**src/rtl/i2s_tx_serializer.sv**
```systemverilog
// Philips I2S transmitter: mono sample duplicated on both slots, one sample_req per frame,
// sticky underrun when a frame has to repeat a stale sample.
module i2s_tx_serializer #(
    parameter int SAMPLE_BITS   = 16,
    parameter int SLOT_BITS     = 32,
    parameter int MCLK_PER_BCLK = 4
) (
    input  logic                   mclk,
    input  logic                   rst,
    input  logic                   enable,
    input  logic                   valid,
    input  logic [SAMPLE_BITS-1:0] current_sample,
    output logic                   bclk,
    output logic                   lrclk,
    output logic                   sdata,
    output logic                   sample_req,
    output logic                   underrun
);
    localparam int DIV_W = (MCLK_PER_BCLK > 2) ? $clog2(MCLK_PER_BCLK) : 1;
    localparam int BIT_W = $clog2(2 * SLOT_BITS);
    localparam int IDX_W = (SAMPLE_BITS > 2) ? $clog2(SAMPLE_BITS) : 1;

    typedef enum logic {ST_IDLE, ST_RUN} state_t;

    state_t                 state;
    logic [DIV_W-1:0]       div, div_n;
    logic [BIT_W-1:0]       bit_cnt, bit_n, pos;
    logic [IDX_W-1:0]       idx;
    logic [SAMPLE_BITS-1:0] hold, frame;
    logic                   fresh;
    logic                   load;
    logic                   bclk_n, lrclk_n, sdata_n;

    // Outputs are registered from the next counter values, so they line up with div/bit_cnt.
    always_comb begin
        div_n   = '0;
        bit_n   = '0;
        load    = 1'b0;
        pos     = '0;
        idx     = '0;
        sdata_n = 1'b0;
        if (state == ST_IDLE) begin
            load = 1'b1;
        end else if (div == DIV_W'(MCLK_PER_BCLK - 1)) begin
            if (bit_cnt == BIT_W'(2 * SLOT_BITS - 1)) begin
                load = 1'b1;
            end else begin
                bit_n = bit_cnt + BIT_W'(1);
            end
        end else begin
            div_n = div + DIV_W'(1);
            bit_n = bit_cnt;
        end
        bclk_n  = (div_n >= DIV_W'(MCLK_PER_BCLK / 2));
        lrclk_n = (bit_n >= BIT_W'(SLOT_BITS));
        pos     = lrclk_n ? (bit_n - BIT_W'(SLOT_BITS)) : bit_n;
        idx     = IDX_W'(SAMPLE_BITS - int'(pos));
        // Slot position 0 is the I2S one-BCLK delay; frame is only read from position 1 on.
        if (pos >= BIT_W'(1) && pos <= BIT_W'(SAMPLE_BITS)) begin
            sdata_n = frame[idx];
        end
    end

    always_ff @(posedge mclk) begin
        if (rst) begin
            state      <= ST_IDLE;
            div        <= '0;
            bit_cnt    <= '0;
            bclk       <= 1'b0;
            lrclk      <= 1'b0;
            sdata      <= 1'b0;
            sample_req <= 1'b0;
            underrun   <= 1'b0;
            hold       <= '0;
            frame      <= '0;
            fresh      <= 1'b0;
        end else begin
            if (enable) begin
                state      <= ST_RUN;
                div        <= div_n;
                bit_cnt    <= bit_n;
                bclk       <= bclk_n;
                lrclk      <= lrclk_n;
                sdata      <= sdata_n;
                sample_req <= load;
                if (load) begin
                    frame <= hold;
                    if (!fresh) begin
                        underrun <= 1'b1;
                    end
                end
            end else begin
                state      <= ST_IDLE;
                div        <= '0;
                bit_cnt    <= '0;
                bclk       <= 1'b0;
                lrclk      <= 1'b0;
                sdata      <= 1'b0;
                sample_req <= 1'b0;
            end
            // A valid in the load cycle wins over the clear and survives to the next frame.
            if (valid) begin
                hold  <= current_sample;
                fresh <= 1'b1;
            end else if (enable && load) begin
                fresh <= 1'b0;
            end
        end
    end
endmodule
```
**config.mk**
```make
export PLATFORM = sky130hd
export DESIGN_NAME = i2s_tx_serializer
export DESIGN_NICKNAME = d
export VERILOG_FILES = /design/src/rtl/i2s_tx_serializer.sv
export SDC_FILE = /design/constraint.sdc
export NUM_CORES = 1
export LEC_CHECK = 0
export ABC_AREA = 1
export CAP_MARGIN = 5
export CELL_PAD_IN_SITES_DETAIL_PLACEMENT = 1
export CELL_PAD_IN_SITES_GLOBAL_PLACEMENT = 1
export CORE_MARGIN = 2
export CORE_UTILIZATION = 36
export CTS_BUF_LIST = sky130_fd_sc_hd__clkbuf_16
export CTS_CLUSTER_SIZE = 24
export DETAILED_ROUTE_END_ITERATION = 16
export PLACE_DENSITY = 0.79
export SKIP_LAST_GASP = 1
export SLEW_MARGIN = 20
export SYNTH_ARGS = -nofsm -noshare
export SYNTH_HDL_FRONTEND = slang
export SYNTH_SLANG_ARGS = --single-unit
export TNS_END_PERCENT = 20
```
**constraint.sdc**
```tcl
create_clock -name mclk -period 2 [get_ports mclk]
set_clock_uncertainty 0.2 [all_clocks]
set_input_delay 0.3 -clock mclk [delete_from_list [all_inputs] [get_ports mclk]]
set_output_delay 0.3 -clock mclk [all_outputs]
set_load 0.01 [all_outputs]
```
## Word level (Yosys, flattened, before mapping)

Index checks and enable logic that the tools add are counted.

- $add $sub $neg: 4
- Multipliers: 0
- Div/mod/pow operators: 0
- $lt $le $gt $ge: 5
- Equal/unequal tests: 2
- Shift operators: 0
- Muxes and demuxes: 14
- Bitwise gates (word level): 3
- Reductions and logical operators: 7

Operator list:

| operator | count |
|---|---|
| $mux W6 | 4 |
| $mux W1 | 7 |
| $add A6 B1 Y6 const B | 1 |
| $eq A6 B6 Y1 const B | 1 |
| $ge A6 B1 Y1 const B | 1 |
| $ge A6 B6 Y1 const B | 1 |
| $le A6 B5 Y1 const B | 1 |
| $sub A6 B6 Y6 const B | 1 |
| $lt A4 B5 Y1 const B | 1 |
| $bmux W1 S4 | 1 |
| $mux W2 | 2 |
| $sub A1 B4 Y4 const A | 1 |
| $not A1 Y1 | 3 |
| $reduce_and A3 Y1 | 1 |
| $reduce_or A3 Y1 | 1 |
| $add A2 B1 Y2 const B | 1 |
| $eq A2 B2 Y1 const B | 1 |
| $ge A2 B2 Y1 const B | 1 |
| $logic_and A1 B1 Y1 | 2 |
| $reduce_and A2 Y1 | 1 |
| $reduce_bool A2 Y1 | 1 |
| $reduce_or A2 Y1 | 1 |

- Register bits after elaboration: 47
- Latch bits: 0
- RAM bits: 0
- Bits in read-only memories: 0
- Input bits: 20
- Output and inout port bits: 5
- Memories: 0

## Depth between registers and ports, before layout

- Word-level depth: 10
- Mapped depth: 13
- Gate-level depth less buffers: 12

## Worst setup path before layout

Ideal clock, no wire load.

- Path kind: flip-flop to flip-flop
- Start: register div[0]
- End: register sdata
- Library setup time: 66 ps
- Arrival: 1976 ps
- Data required time: 1734 ps
- Path slack: -242 ps
- Stages on the path, launching flop included: 13
- Path buffers: 1
- Clock period less this slack: 2242 ps
- Path through: dfxtp_1 > ha_1 > nor2_1 > nor2_8 > nand3_4 > buf_8 > inv_1 > ha_1 > inv_1 > nand3_1 > nand3_1 > nand3_2 > a21oi_2

- Word-level cells in the longest chain between the ends: 9
- Elaborated cells on any way between the ends: 14
- Those cells by class: add/sub: 2; order compare: 3; eq/ne: 1; mux: 5; bitwise: 1; reduce/logical: 2

RTL lines:

| what | RTL line | RTL |
|---|---|---|
| start, declared | 26 | `logic [DIV_W-1:0] div, div_n;` |
| start signal, assigned | 80 | `div <= div_n;` |
| $eq A2 B2 Y1 * | 44 | `end else if (div == DIV_W'(MCLK_PER_BCLK - 1)) begin` |
| $mux W6 * | 44 |  |
| $mux W6 * | 42 | `if (state == ST_IDLE) begin` |
| named net bit_n[0] | 27 | `logic [BIT_W-1:0] bit_cnt, bit_n, pos;` |
| $sub A6 B6 Y6 or $ge A6 B6 Y1 (tied branches) | 56, 55 |  |
| $mux W6 * | 56 | `pos = lrclk_n ? (bit_n - BIT_W'(SLOT_BITS)) : bit_n;` |
| branches (longest 4 deep; another with $sub A1 B4 Y4) | - |  |
| end signal, assigned | 84 | `sdata <= sdata_n;` |
| end, declared | 15 | `output logic sdata,` |

Mark *: on every way through the listed nets, which the timed path passes. The select of a mux whose other input is x is not followed.
A chain may end at the register's enable or synchronous reset.

## Worst setup path in the final report

- Start: register bit_cnt[0]
- End: register sdata

- Word-level cells in the longest chain between the ends: 10
- Elaborated cells on any way between the ends: 16
- Those cells by class: add/sub: 3; order compare: 3; eq/ne: 1; mux: 6; bitwise: 1; reduce/logical: 2

RTL lines:

| what | RTL line | RTL |
|---|---|---|
| start, declared | 27 |  |
| start signal, assigned | 81 | `bit_cnt <= bit_n;` |
| $add A6 B1 Y6 or $eq A6 B6 Y1 (tied branches) | 48, 45 |  |
| $mux W6 | 45 | `if (bit_cnt == BIT_W'(2 * SLOT_BITS - 1)) begin` |
| $mux W6 * | 44 |  |
| $mux W6 * | 42 |  |
| $sub A6 B6 Y6 or $ge A6 B6 Y1 (tied branches) | 56, 55 |  |
| $mux W6 * | 56 |  |
| branches (longest 4 deep; another with $sub A1 B4 Y4) | - |  |

Every way passes the cells marked *. The select of a mux whose other input is x is not followed.

==> results.json <==
{
  "status": "complete, no violations",
  "grt_pass1_vias": 1788,
  "crit_chain": "ha_4, inv_1, a21oi_2, nand3_4, ha_4, or2_1, nand2_2, inv_2, nand3_2, nand3_2, a21oi_2",
  "die_height_um": 78.71,
  "num_antenna_cells": 0,
  "first_pass_iters": 4,
  "pin_count": 25,
  "hold_class": "flop to flop",
  "clk_latency_ns": 0.29,
  "synth_simple_gate_area_share_pct": 26.28,
  "core_area_um2": 5439,
  "gp_congestion": 0.7388,
  "cp-start-kind": "flop",
  "final_util_pct": 48.84,
  "worstSetupPathType": "flop to flop",
  "synth_top_cell_by_area": "dfxtp_1",
  "worst-path-max-fanout": 3,
  "finalCriticalPeriod_ns": 1.974,
  "grt_max_degree": 35,
  "hold_viol": 0,
  "synth-seq-cells": 47,
  "path_clk_slew_ns": 0.06,
  "crit_required_ns": 2.02,
  "cts.sinks": 47,
  "area_delta_synth_final_pct": 32.19,
  "grt_pass1_wl_mm": 8.169,
  "critPathArrivalTime_ns": 2.00,
  "nets": 320,
  "synth_fa_ha_area_share_pct": 2.491,
  "fmax_mhz": 506.5,
  "grtUsageTotal_pct": 16.69,
  "synth.area.mux_share_pct": 0,
  "drt_wl_total_mm": 4.607,
  "synth-compound-area-share_pct": 15.69,
  "rows": 27,
  "tightest_slew_ns": 0.4348,
  "wl_per_cell_um": 12.49,
  "max_stage_delay_ns": 0.35,
  "yosys_warnings": 0,
  "power_density_nw_per_um2": 751.3,
  "drc": 0,
  "layout_commonest_cell": "nor2_1",
  "cts_buffers": 5,
  "ys_top_cells_by_area": "dfxtp_1 47%, nor2_1 9.7%, o21ai_0 8.2%",
  "initial_core_util_pct": 36.95,
  "synth_top_family_by_area": "simple AND/OR/NAND/NOR gates",
  "critPathTopFamily": "simple AND/OR/NAND/NOR gates",
  "final_max_slew_viol_count": 0,
  "grt_overflow": 0,
  "fin_tns_setup_ns": 0,
  "rsz0062_at_grt": "true",
  "synth_area_um2": 2009,
  "die_area_um2": 6195,
  "tritoncts": "done",
  "vias": 1739,
  "cp-end-kind": "flop",
  "cap_viol_max_count": 0,
  "root_buffer": "clkbuf_16",
  "setup_violations": 0,
  "htreeDepth": 2,
  "io_buffers": 24,
  "synthCells": 261,
  "mostFrequentLayoutCells": "50 x nor2_1, 43 x dfxtp_1, 33 x o21ai_0",
  "slowest_stage": "dfxtp_4",
  "avgSynthCellArea_um2": 7.699,
  "yosysSeqAreaShare_pct": 46.82,
  "relSlewSlack_pct": 70.84,
  "synth_xor_xnor_area_share_pct": 0,
  "drt_iter0_drc": 49,
  "clk_path_buf_depth": 2,
  "power_leakage_uw": 0.001094,
  "vias_per_cell": 4.713,
  "synthDominantCellAreaShare_pct": 46.82,
  "syn_nets": 285,
  "fp.dieW_um": 78.71,
  "period_share_pct": 98.71,
  "fillers": 667,
  "ir_worst_vdd_uv": 431.3,
  "synth_cell_types": 28,
  "path_buf_inv": 2,
  "antenna_found_initial": 0,
  "ant_nets": 0,
  "detailed_place_hpwl_mm": 3.367,
  "drive_gt1_share_pct": 18.86
}
-- power by group --
group          switching [uW]  internal, uW
Combinational            95.6          84.2
Sequential               22.2           986
Clock                     351           456
-- worst paths after layout --
kind,from,endpoint,slack [ns],depth (start not counted)
setup / recovery,bit_cnt[0],sdata,0.03,11
hold / removal,div[0],div[0],0.22,1
setup reg to reg,bit_cnt[0],sdata,0.03,11
hold reg to reg,div[0],div[0],0.22,1
-- state kept, by name (all words and copies together), names as in the netlist --
signal,count
div,2
bit_cnt,6
state,1
hold,16
underrun,1
frame,16
sample_req,1
lrclk,1
sdata,1
fresh,1
bclk,1
-- worst register-to-register path, cell delays in order, from the launching register on --
cell,delay [ns]
dfxtp_4,0.35
ha_4,0.25
inv_1,0.04
a21oi_2,0.15
nand3_4,0.12
ha_4,0.19
or2_1,0.22
nand2_2,0.10
inv_2,0.05
nand3_2,0.06
nand3_2,0.06
a21oi_2,0.13
-- area by class of cell --
| cell class | instances | area, um^2 | area share, % |
|---|---|---|---|
| multi-input cells | 173 | 997.2 | 37.54 |
| flip-flops and latches | 47 | 948.4 | 35.70 |
| repair buffers | 38 | 357.8 | 13.47 |
| clock buffers | 5 | 125.1 | 4.710 |
| inverters | 31 | 121.4 | 4.569 |
| well taps | 72 | 90.09 | 3.391 |
| clock inverters | 3 | 16.27 | 0.6123 |
-- repair_timing --
| item | CTS | global route |
|---|---|---|
| buffers inserted | 1 | 2 |
| hold buffers | 0 | 0 |
| resized for setup | 5 | 4 |
| endpoints found under the hold margin | 0 | 0 |
| setup endpoints to repair | 1 | 7 |
| pin swaps | 3 | 8 |
-- cells in the mapped netlist --
cell,n
nand2_1,21
o21ai_0,33
o211ai_1,2
a21boi_0,1
inv_2,1
nor2_4,1
o21bai_1,1
a21boi_2,1
a21oi_2,1
nand3_4,1
nor2_8,1
nand3_2,2
or2_1,1
clkinv_1,1
nand3b_1,1
nand4_1,8
inv_1,29
nand2_2,4
buf_8,1
buf_2,2
nand2_4,1
nand3_1,17
a21oi_1,20
clkbuf_1,6
ha_1,4
nor2_1,52
buf_6,1
dfxtp_1,47
-- routing by layer --
layer	track usage, %	vias up	part of all wire, %
li1	-	916	-
met1	19.81	796	45
met2	29.49	21	51
met3	3.182	6	2.7
met4	6.842	0	1.7
met5	0	-	0
-- through the flow --
| stage | power [uW] | setup slack (ns) | area [um^2] | instances | hold WS [ns] |
|---|---|---|---|---|---|
| floorplan | 1125 | 0.002505 | 2090 | 261 | 0.1691 |
| global placement | 1198 | -0.0002326 | 2456 | 358 | 0.2099 |
| detailed placement | 1209 | -0.05569 | 2456 | 358 | 0.2210 |
| CTS | 2017 | 0.007674 | 2621 | 367 | 0.2295 |
| global route | 2085 | -0.08835 | 2656 | 369 | 0.2354 |
| finish | 1996 | 0.02582 | 2656 | 369 | 0.2248 |
-- cells by family after synthesis --
family,Yosys count
adder cells (fa/ha/maj),4
flip-flops,47
buffers and inverters,41
AND/OR/NAND/NOR,110
AO/OA/AOI/OAI,59
(Power assumes the default switching activity.)
